==> src/rtl/ram_stream_reader.sv <==
// Drains a valid-tagged buffer RAM in address order onto a ready/valid stream and clears each consumed entry.
// Optional delivered-word counter (rd_cnt) is built when RAM_READER_CNT_EN is defined.
module ram_stream_reader #(
    parameter int PAYLOAD_BITS  = 32,
    parameter int NUM_ADDR_BITS = 7
) (
    input  logic                     clk,
    input  logic                     reset,
    input  logic                     en,
    output logic [NUM_ADDR_BITS-1:0] ram_addrb,
    output logic                     ram_web,
    output logic [PAYLOAD_BITS:0]    ram_dinb,
    input  logic [PAYLOAD_BITS:0]    ram_doutb,
    output logic [PAYLOAD_BITS-1:0]  dout,
    output logic                     dout_vld,
    input  logic                     dout_rdy
`ifdef RAM_READER_CNT_EN
    ,
    output logic [31:0]              rd_cnt
`endif
);

    typedef enum logic [1:0] {
        S_RD  = 2'd0,
        S_CHK = 2'd1,
        S_OUT = 2'd2
    } state_t;

    localparam logic [NUM_ADDR_BITS-1:0] PTR_STEP = NUM_ADDR_BITS'(1);

    state_t                    state_r;
    logic [NUM_ADDR_BITS-1:0]  ptr_r;
    logic [PAYLOAD_BITS-1:0]   dout_r;
    logic                      dout_vld_r;
    logic                      accept_s;
    logic                      xfer_s;

    // Accept decision: entry at ptr is valid while inspecting with drain enabled
    always_comb begin
        accept_s = 1'b0;
        if ((state_r == S_CHK) && en && ram_doutb[PAYLOAD_BITS]) begin
            accept_s = 1'b1;
        end else begin
            accept_s = 1'b0;
        end
    end

    // Stream handshake completes the held word
    always_comb begin
        xfer_s = 1'b0;
        if (dout_vld_r && dout_rdy) begin
            xfer_s = 1'b1;
        end else begin
            xfer_s = 1'b0;
        end
    end

    assign ram_addrb = ptr_r;
    assign ram_web   = accept_s;
    assign ram_dinb  = {(PAYLOAD_BITS+1){1'b0}};
    assign dout      = dout_r;
    assign dout_vld  = dout_vld_r;

    // Poll/accept/hold sequencer with registered stream outputs
    always_ff @(posedge clk or posedge reset) begin
        if (reset) begin
            state_r    <= S_RD;
            ptr_r      <= {NUM_ADDR_BITS{1'b0}};
            dout_r     <= {PAYLOAD_BITS{1'b0}};
            dout_vld_r <= 1'b0;
        end else begin
            case (state_r)
                S_RD: begin
                    state_r <= S_CHK;
                end
                S_CHK: begin
                    // A rejected poll goes back to settle so the same entry is re-read
                    if (accept_s) begin
                        dout_r     <= ram_doutb[PAYLOAD_BITS-1:0];
                        dout_vld_r <= 1'b1;
                        ptr_r      <= ptr_r + PTR_STEP;
                        state_r    <= S_OUT;
                    end else begin
                        state_r    <= S_RD;
                    end
                end
                S_OUT: begin
                    if (xfer_s) begin
                        dout_vld_r <= 1'b0;
                        state_r    <= S_RD;
                    end else begin
                        state_r    <= S_OUT;
                    end
                end
                default: begin
                    dout_vld_r <= 1'b0;
                    state_r    <= S_RD;
                end
            endcase
        end
    end

`ifdef RAM_READER_CNT_EN
    logic [31:0] cnt_r;

    // Delivered-word counter, wraps naturally
    always_ff @(posedge clk or posedge reset) begin
        if (reset) begin
            cnt_r <= 32'd0;
        end else if (xfer_s) begin
            cnt_r <= cnt_r + 32'd1;
        end else begin
            cnt_r <= cnt_r;
        end
    end

    assign rd_cnt = cnt_r;
`endif

endmodule

==> config.mk <==
export PLATFORM = sky130hd
export DESIGN_NAME = ram_stream_reader
export DESIGN_NICKNAME = d
export VERILOG_FILES = /design/src/rtl/ram_stream_reader.sv
export SDC_FILE = /design/constraint.sdc
export NUM_CORES = 1
export LEC_CHECK = 0
export ABC_AREA = 1
export BUFFER_PORTS_ARGS = -buffer_cell sky130_fd_sc_hd__buf_4
export CORE_MARGIN = 1.5
export CORE_UTILIZATION = 40
export CTS_BUF_LIST = sky130_fd_sc_hd__clkbuf_8
export CTS_CLUSTER_DIAMETER = 40
export DETAILED_ROUTE_END_ITERATION = 8
export PLACE_DENSITY = 0.77
export SLEW_MARGIN = 20
export SYNTH_ARGS = -nofsm -noshare
export SYNTH_HDL_FRONTEND = slang
export SYNTH_SLANG_ARGS = --single-unit
==> constraint.sdc <==
create_clock -name clk -period 1 [get_ports clk]
set_input_delay 0.05 -clock clk [delete_from_list [all_inputs] [get_ports clk]]
set_output_delay 0.05 -clock clk [all_outputs]
set_load 0.005 [all_outputs]
Word level (Yosys, flattened, before mapping):

Index checks and enable logic that the tools add are counted.

* input bits: 37
* output and inout bits: 74
* bits in registers: 42
* logic and storage cells: 24

* equality and inequality tests: 4
* reduce and logical (&&, ||, !) cells: 6
* bitwise operators: 1
* mux-type cells: 8
* add/subtract/negate cells: 1

Operator list (number)
* $add 7x1->7 const B: 1
* $pmux 2 s3: 1
* $mux 1: 4
* $mux 2: 2
* $ne 2x2->1 const B: 2
* $logic_and 1x1->1: 3
* $pmux 1 s3: 1
* $reduce_and 3->1: 1
* $eq 2x1->1 const B: 1
* $eq 2x2->1 const B: 1
* $logic_not 2->1: 1
* $reduce_and 2->1: 1
* $not 1->1: 1

Longest topological paths before layout:

Gate-level depths: netlist of the first run.

* depth in word-level cells: 6
* mapped depth: 7
* mapped depth without buffers: 7

Worst setup path after synthesis of the first run:

No wires, ideal clock.

* path kind: register to register
* start point: register state_r[1]
* end point: register ptr_r[3], in the netlist ram_addrb[3]
* path slack: -92 ps
* stages on the path, launching flop included: 7
* buffers on the path: 1
* arrival: 967 ps
* period minus slack after synthesis: 1092 ps
* data required time: 875 ps
* cells stage by stage: dfrtp_1 -> inv_2 -> nand2_2 -> nor2_4 -> buf_6 -> nand2_2 -> xnor2_2

* longest elaborated chain between the ends: 5

Ends and longest elaborated chain
* start: declaration: line 31 `state_t state_r;`
* start signal: assignment: line 67 `state_r <= S_RD;`
* start signal: assignment: line 74 `state_r <= S_CHK;`
* start signal: assignment: line 82 `state_r <= S_OUT;`
* $eq 2x1->1 (*): line 41, 72
* $logic_and 1x1->1 (2 in a row): line 41 `if ((state_r == S_CHK) && en && ram_doutb[PAYLOAD_BITS]) begin`
* $mux 1: line 41
* $reduce_and 2->1 (no source line) (*)
* end signal: assignment: line 68 `ptr_r <= {NUM_ADDR_BITS{1'b0}};`
* end signal: assignment: line 81 `ptr_r <= ptr_r + PTR_STEP;`
* end: declaration: line 32 `logic [NUM_ADDR_BITS-1:0] ptr_r;`

Mark *: on every way between the ends. The rest lies on a longest branch, timed or not.
A chain may end at the register's enable or synchronous reset.

Worst setup path after layout of the first run:

* start point: register state_r[1]
* end point: output port ram_web

* longest elaborated chain between the ends: 4

Ends and longest elaborated chain
* $eq 2x1->1: line 41
* $logic_and 1x1->1 (2 in a row): line 41
* $mux 1: line 41
* end: declaration: line 11 `output logic ram_web,`

No other way between the ends.

==> flow_summary.toml, run 1 <==
[synthesis]
synth_most_common_cell = "nand2_1"
synthDistinctLibCells = 19
synth-edff-count = 0
synth_commonest_cells = "nand2_1, dfrtp_1, buf_4, inv_1"
seq_area_frac_synth = 0.535
syn_area_per_cell_sq_um = 8.73
synthXorXnorAreaFrac = 0.0255
synthAdderAreaFrac = 0.00637
netlist_area_sq_um = 1960
netlist_top_cells_area = "dfrtp_1, nand2_1, buf_4"
synthMuxAreaShare = 0
ys_ff_latch = 42
yosysWarnings = 0
synthSimpleGateAreaFrac = 0.246
synthArstFlopShare = 1.00
yosysTopAreaCell = "dfrtp_1"
syn_inst = 225
synth_compound_area_frac = 0.00510
synth_flop_cell = "dfrtp_1"
synth_top_family_by_area = "simple AND/OR/NAND/NOR gates"
synth_top_area_share = 0.535

[cells_and_area]
n_antenna_cell = 0
nets = 393
seqCellArea_sq_um = 1050
instances_no_fill = 423
multi_input_area_sq_um = 686
fillCellCount = 374
syn_to_final_growth_pct = 62.1
drive_above_1_share = 0.334

[global_routing]
antenna_found_initial = 0
grt_pass1_wl_um = 7380
first_global_vias = 1651
grtUsageTotal = 0.180
grt_max_degree = 43
grt_overflow_total = 0

[floorplanning]
fp.dieArea_sq_um = 5340
row_count = 25
ios = 111
start_util = 0.416
core_sq_um = 4720
die_h_um = 73.1
die_w_um = 73.1

[critical_path]
required_ps = 950
critPathMaxFanout = 2
critPathCaptureType = "output port"
path_class = "register to output port"
cp_data_arrival_time_ps = 1190
critPathLaunchType = "register"

[timing]
skew_ps = 6.03
setup_viol = 42
maxSlewViolCount = 0
fin_crit_sh = 1.24
max_freq_ghz = 0.804
setup_ws_ps = -244
rsz0062_at_grt = "yes"
min_period_ps = 1240
finalHoldViolations = 0

[cts]
cts_tree = "built"
cts_buffers = 5
insertion_delay_ps = 280
clockRootBuffer = "clkbuf_8"
htreeDepth = 2
clock_path_buffers = 2
cts_sinks = 42
clkTransAtPathRegs_ps = 70

[detailed_routing]
first_pass_iters = 4
drt_iter0_drc = 61
avgViaCountPerCell = 4.08
wl_um = 4760
vias = 1727
drc = 0
drtAntennaViolNets = 0
wl_per_cell_um = 11.3

[power]
leakage_uw = 0.00176
peakVddDrop_uv = 1300
total_power_uw = 7570
power.density_nw_per_um2 = 2380

[placement]
gp_congestion = 0.717
place_inst = 375
io_buffer_count = 77
dp_hpwl_um = 2920

[job]
maxCapViolations = 0

[outcome]
status = "finished, violations left"
violations = "negative setup slack"

[hold_path]
hold_path.class = "primary input to register"
what timing repair did:
action	in CTS	in global routing
endpoints found under the setup margin	46	46
endpoints found under the hold margin	74	0
gates cloned	0	1
pin swaps	1	2
resized for setup	13	3
hold buffers	33	0
setup buffers	4	2
per-layer routing:
| metal | vias up | track usage | wire [um] |
|---|---|---|---|
| li1 | 862 | - | - |
| met1 | 791 | 0.203 | 1940 |
| met2 | 68 | 0.334 | 2500 |
| met3 | 6 | 0.0373 | 264 |
| met4 | 0 | 0.0566 | 55 |
| met5 | - | 0 | 0 |
worst paths after layout:
check,depth (start not counted),to,startpoint,slack [ps]
max reg2reg,8,dout[0],state_r[1],-210
min reg2reg,2,dout[8],dout[8],480
max,6,ram_web,state_r[1],-240
min in group asynchronous,4,dout[16],reset,380
max in group asynchronous,4,ram_addrb[2],reset,400
min,4,dout_vld,dout_rdy,40
final cells by class:
cell class,instances,share of cell area
repair buffers,131,0.369
well taps,67,0.0263
multi-input cells,163,0.215
clock buffers,5,0.0216
flip-flops and latches,42,0.330
clock inverters,3,0.0216
inverters,12,0.0161
critical path, stage by stage, from the launching register on:
cell and delay, ps:
dfrtp_1 390, inv_2 70, nand2_2 50, nor2_4 120, buf_12 120, buf_8 90
buf_6 80
power by group:
group	switching, uW	internal [uW]	total (uW)
clock	558	1000	1560
sequential	472	2440	2910
combinational	1250	1850	3100
through the flow:
stage | hold WS [ps] | util | setup TNS (ps) | setup WS (ps) | cell area (sq um)
finish | 43.4 | 0.674 | -7610 | -244 | 3180
CTS | 38.1 | 0.664 | -9020 | -274 | 3130
floorplan | 41.5 | - | -2300 | -92.5 | 2090
global placement | 122 | 0.548 | -2680 | -77.2 | 2590
detailed placement | 130 | 0.548 | -3710 | -116 | 2590
global route | 41.5 | 0.674 | -10490 | -299 | 3180
layout by cell type (no fill, tap or decap):
| master | Yosys | final |
|---|---|---|
| a21oi_1 | 1 | 1 |
| buf_12 | 0 | 3 |
| buf_4 | 33 | 81 |
| buf_6 | 4 | 12 |
| buf_8 | 0 | 1 |
| bufinv_16 | 0 | 2 |
| clkbuf_16 | 0 | 1 |
| clkbuf_8 | 0 | 5 |
| clkinv_4 | 0 | 1 |
| clkinvlp_4 | 0 | 1 |
| conb_1 | 1 | 33 |
| dfrtp_1 | 42 | 41 |
| dfrtp_2 | 0 | 1 |
| dlygate4sd3_1 | 0 | 33 |
| ha_2 | 0 | 1 |
| inv_1 | 10 | 8 |
| inv_2 | 2 | 2 |
| inv_4 | 0 | 1 |
| nand2_1 | 111 | 111 |
| nand2_2 | 3 | 3 |
| nand3_1 | 2 | 2 |
| nand4_1 | 2 | 2 |
| nor2_1 | 4 | 3 |
| nor2_2 | 0 | 1 |
| nor2_4 | 1 | 1 |
| o21ai_0 | 1 | 1 |
| xnor2_1 | 1 | 1 |
| xnor2_2 | 2 | 2 |
| xor2_1 | 1 | 1 |
cell families after synthesis:
logic type	count (synthesis)
flip-flops	42
buffers and inverters	52
AND/OR/NAND/NOR	123
XOR/XNOR	4
adder cells (fa/ha/maj)	1
other	1
AO/OA/AOI/OAI	2
registers in the layout, summed over array words and instances (netlist names):
register   count
dout          32
state_r        2
dout_vld       1
ram_addrb      7
Note: power is estimated with default switching activity, not from simulation.
==> inputs of run 2 (changes only) <==
--- a/config.mk
+++ b/config.mk
@@ -12,7 +12,7 @@
 export CTS_BUF_LIST = sky130_fd_sc_hd__clkbuf_8
 export CTS_CLUSTER_DIAMETER = 40
 export DETAILED_ROUTE_END_ITERATION = 8
-export PLACE_DENSITY = 0.77
+export PLACE_DENSITY = 0.86
 export SLEW_MARGIN = 20
 export SYNTH_ARGS = -nofsm -noshare
 export SYNTH_HDL_FRONTEND = slang
==> flow_summary.toml, run 2 (synthesis gave the netlist of run 1 again) <==
[floorplanning]
die_h_um = 73.1
ios = 111
fp.dieArea_sq_um = 5340
row_count = 25
start_util = 0.416
die_w_um = 73.1
core_sq_um = 4720

[critical_path]
path_class = "register to output port"
critPathCaptureType = "output port"
required_ps = 950
critPathLaunchType = "register"
cp_data_arrival_time_ps = 1190
critPathMaxFanout = 2

[cells_and_area]
final_area_sq_um = 3300
n_antenna_cell = 0
layout_commonest_cell = "nand2_1"
largest_reg_flops = 32
drive_above_1_share = 0.415
syn_to_final_growth_pct = 68.1
final_cell_mix = "nand2_1, buf_4, dfrtp_1"
nets = 396

[placement]
io_buffer_count = 77
dp_hpwl_um = 2850
gp_congestion = 0.693
place_area_sq_um = 2550

[timing]
min_period_ps = 1240
fin_crit_sh = 1.24
finalHoldViolations = 0
skew_ps = 6.34
maxSlewViolCount = 0
whs_ps = 49.7
setup_ws_ps = -239
max_freq_ghz = 0.807
rsz0062_at_grt = "yes"
setup_viol = 42

[cts]
clock_path_buffers = 2
cts_sinks = 42
htreeDepth = 2
insertion_delay_ps = 280
cts_buffers = 5
clkTransAtPathRegs_ps = 80
cts_tree = "built"
clockRootBuffer = "clkbuf_8"

[detailed_routing]
vias = 1838
first_pass_iters = 4
avgViaCountPerCell = 4.33
drtAntennaViolNets = 0
wl_um = 5680
wl_per_cell_um = 13.4
drc = 0
drt_iter0_drc = 87

[power]
peakVddDrop_uv = 1360
power.density_nw_per_um2 = 2280
leakage_uw = 0.00179
total_power_uw = 7520

[global_routing]
grt_max_degree = 43
first_global_vias = 1773
grt_pass1_wl_um = 8020
antenna_found_initial = 0
grtUsageTotal = 0.201
grt_overflow_total = 0

[outcome]
status = "finished, violations left"
violations = "negative setup slack"

[hold_path]
hold_path.class = "primary input to register"

[job]
maxCapViolations = 0
[run 2: cell count changes in the layout (fill, tap and decap cells not counted), sizes merged]
cell    change
inv         +3
bufinv      -2
clkbuf      +2
buf         -1
clkinv      -1
[run 2: per-stage QoR]
step | setup slack (ps) | TNS, ps | util | instances
global route | -298 | -10720 | 0.699 | 424
CTS | -263 | -8220 | 0.658 | 420
global placement | -213 | -5170 | 0.540 | 373
detailed placement | -282 | -7260 | 0.540 | 373
floorplan | -92.5 | -2300 | - | 257
finish | -239 | -7960 | 0.699 | 424
[run 2: critical path, cell delays in order (launching register included)]
cell and delay (ps):
dfrtp_1 390, inv_2 60, nand2_2 50, nor2_4 110, buf_6 120, buf_6 90, buf_6 80
[run 2: timing repair]
action                                 4_1_cts  5_1_grt
cloned                                       2        3
hold buffers                                33        0
endpoints found under the hold margin       74        0
buffers inserted                             6        2
pin swaps                                    1       16
resized for setup                           23       44
setup endpoints to repair                   45       45
[run 2: power breakdown]
part           leakage [uW]  switching (uW)  internal, uW  total (uW)
logic               0.00123            1490          2010        3490
registers          0.000517             545          2440        2980
clock network     0.0000431             515           532        1050
total               0.00179            2550          4970        7520
[run 2: final cells by class]
class                      count  area [sq um]
timing repair inverter         3          38.8
inverter                      12          65.1
multi-input combinational    163           790
sequential                    42          1050
fill                         337          1420
clock buffer                   6          82.6
timing repair buffer         131          1190
tap                           67          83.8
[run 2: path summary, 6_finish.rpt]
kind,start,end,slack [ps],cells after the start
setup / recovery,state_r[1],ram_web,-240,6
setup reg to reg,state_r[1],dout[15],-220,8
min in group asynchronous,reset,state_r[1],380,4
max in group asynchronous,reset,dout[18],430,4
hold reg to reg,dout[6],dout[6],480,2
hold / removal,dout_rdy,dout_vld,50,4
[run 2: metal layers]
layer,global-route usage,up-vias,share of wire
met5,0,-,0
met4,0.0734,0,0.016
met3,0.0345,9,0.061
met2,0.380,88,0.55
met1,0.222,871,0.37
li1,-,870,-
==> inputs of run 3 (changes only) <==
--- a/config.mk
+++ b/config.mk
@@ -12,7 +12,7 @@
 export CTS_BUF_LIST = sky130_fd_sc_hd__clkbuf_8
 export CTS_CLUSTER_DIAMETER = 40
 export DETAILED_ROUTE_END_ITERATION = 8
-export PLACE_DENSITY = 0.86
+export PLACE_DENSITY = 0.83
 export SLEW_MARGIN = 20
 export SYNTH_ARGS = -nofsm -noshare
 export SYNTH_HDL_FRONTEND = slang
==> constraint.sdc (replaced) <==
create_clock -name clk -period 1.25 [get_ports clk]
set_input_delay 0.0625 -clock clk [delete_from_list [all_inputs] [get_ports clk]]
set_output_delay 0.0625 -clock clk [all_outputs]
set_load 0.005 [all_outputs]
==> flow_summary.toml, run 3 (synthesis gave the netlist of run 1 again) <==
[detailed_routing]
wl_um = 5130
avgViaCountPerCell = 4.23
vias = 1767
first_pass_iters = 4
drt_iter0_drc = 65
wl_per_cell_um = 12.3
drtAntennaViolNets = 0
drc = 0

[placement]
dp_hpwl_um = 2880
io_buffer_count = 77
gp_congestion = 0.712
pre_cts_slack_ps = 61.3

[floorplanning]
die_w_um = 73.1
fp.dieArea_sq_um = 5340
die_h_um = 73.1
core_sq_um = 4720
start_util = 0.416
row_count = 25
ios = 111

[cells_and_area]
nets = 388
multi_input_area_sq_um = 706
final_cell_mix = "nand2_1, buf_4, dfrtp_1"
n_antenna_cell = 0
largest_reg_flops = 32
seqCellArea_sq_um = 1050
syn_to_final_growth_pct = 60.6
drive_above_1_share = 0.342
layout_commonest_cell = "nand2_1"
fillCellCount = 372

[outcome]
status = "complete, no violations"

[critical_path]
crit_buf_inv = 4
critPathCaptureType = "register"
cp_cell_sequence = "inv_2 > nand2_2 > nor2_4 > buf_6 > inv_8 > clkbuf_16 > nand2_2 > nand2_1"
path_class = "register to register"
cp_top_family = "buffers and inverters"
cp_slowest_cell = "dfrtp_1"
cp_data_arrival_time_ps = 1410
required_ps = 1430
max_stage_delay_ps = 400
cpMostUsedCell = "nand2_2"
critPathMaxFanout = 6
critPathLaunchType = "register"

[power]
power.density_nw_per_um2 = 1780
leakage_uw = 0.00175
peakVddDrop_uv = 1140

[timing]
skew_ps = 7.64
setup_ws_ps = 12.4
min_period_ps = 1240
fin_crit_sh = 0.990
finalHoldViolations = 0
max_freq_ghz = 0.808
rsz0062_at_grt = "yes"
setup_viol = 0
maxSlewViolCount = 0
whs_ps = 51.8

[global_routing]
antenna_found_initial = 0
grt_max_degree = 43
grtUsageTotal = 0.177
grt.met1_usage = 0.191
grt_pass1_wl_um = 7270
first_global_vias = 1623
grt_overflow_total = 0
grt_busiest_layer = "met2"
use_met3 = 0.0511
met2_usage = 0.332

[cts]
clockRootBuffer = "clkbuf_8"
clkTransAtPathRegs_ps = 80
insertion_delay_ps = 290
htreeDepth = 2
clock_path_buffers = 2
cts_tree = "built"
cts_sinks = 42
cts_buffers = 5

[hold_path]
hold_path.class = "primary input to register"

[job]
maxCapViolations = 0
-- run 3: changes by cell type in the layout (fill, tap and decap cells not counted), sizes merged --
cell      previous run  this run
clkinvlp             1         0
inv                 14        13
clkbuf               8        10
clkinv               0         1
buf                 96        89
-- run 3: layout make-up --
| type | count | area share |
|---|---|---|
| Timing Repair Buffer | 126 | 0.370 |
| Clock buffer | 6 | 0.0262 |
| Sequential cell | 42 | 0.334 |
| Clock inverter | 2 | 0.00278 |
| Tap cell | 67 | 0.0266 |
| Multi-Input combinational cell | 163 | 0.224 |
| Inverter | 12 | 0.0167 |
-- run 3: power by group --
part | internal (uW) | switching, uW
Sequential | 1950 | 423
Combinational | 1380 | 980
Clock | 438 | 442
-- run 3: what timing repair did --
item                                    in CTS  in global routing
hold buffers                                33                  0
pin swaps                                    1                  2
buffers inserted                             1                  5
resized for setup                            3                 19
cloned                                       0                  4
endpoints found under the hold margin       74                  0
endpoints found under the setup margin       1                 37
-- run 3: stage by stage --
step / TNS (ps) / power [uW] / utilization / instance area [sq um] / cells
3_5_place_dp: 0 / 4330 / 0.534 / 2520 / 367
4_1_cts: -32.0 / 5330 / 0.627 / 2960 / 409
6_report: 0 / 5620 / 0.668 / 3150 / 418
3_3_place_gp: 0 / 4260 / 0.534 / 2520 / 367
5_1_grt: -846 / 6030 / 0.668 / 3150 / 418
2_1_floorplan: 0 / 3230 / - / 2080 / 257
-- run 3: final timing paths --
kind,to,cells after the start,start,slack [ps]
setup / recovery,dout[10],8,state_r[1],10
hold / removal,dout_vld,4,dout_rdy,50
setup reg to reg,dout[10],8,state_r[1],10
hold reg to reg,dout[27],2,dout[27],480
max in group asynchronous,ram_addrb[0],4,reset,680
min in group asynchronous,dout[3],4,reset,360
-- run 3: per-layer routing --
layer / vias to the layer above / share of wire / wire length [um]
met2: 72 / 0.56 / 2870
met5: - / 0 / 0
met3: 11 / 0.060 / 307
met1: 828 / 0.37 / 1890
li1: 856 / - / -
met4: 0 / 0.014 / 72
-- run 3: worst register-to-register path: stages (launching register included) --
cell and delay (ps):
dfrtp_1 400, inv_2 70, nand2_2 50, nor2_4 120, buf_6 150, inv_8 60
clkbuf_16 160, nand2_2 60, nand2_1 50
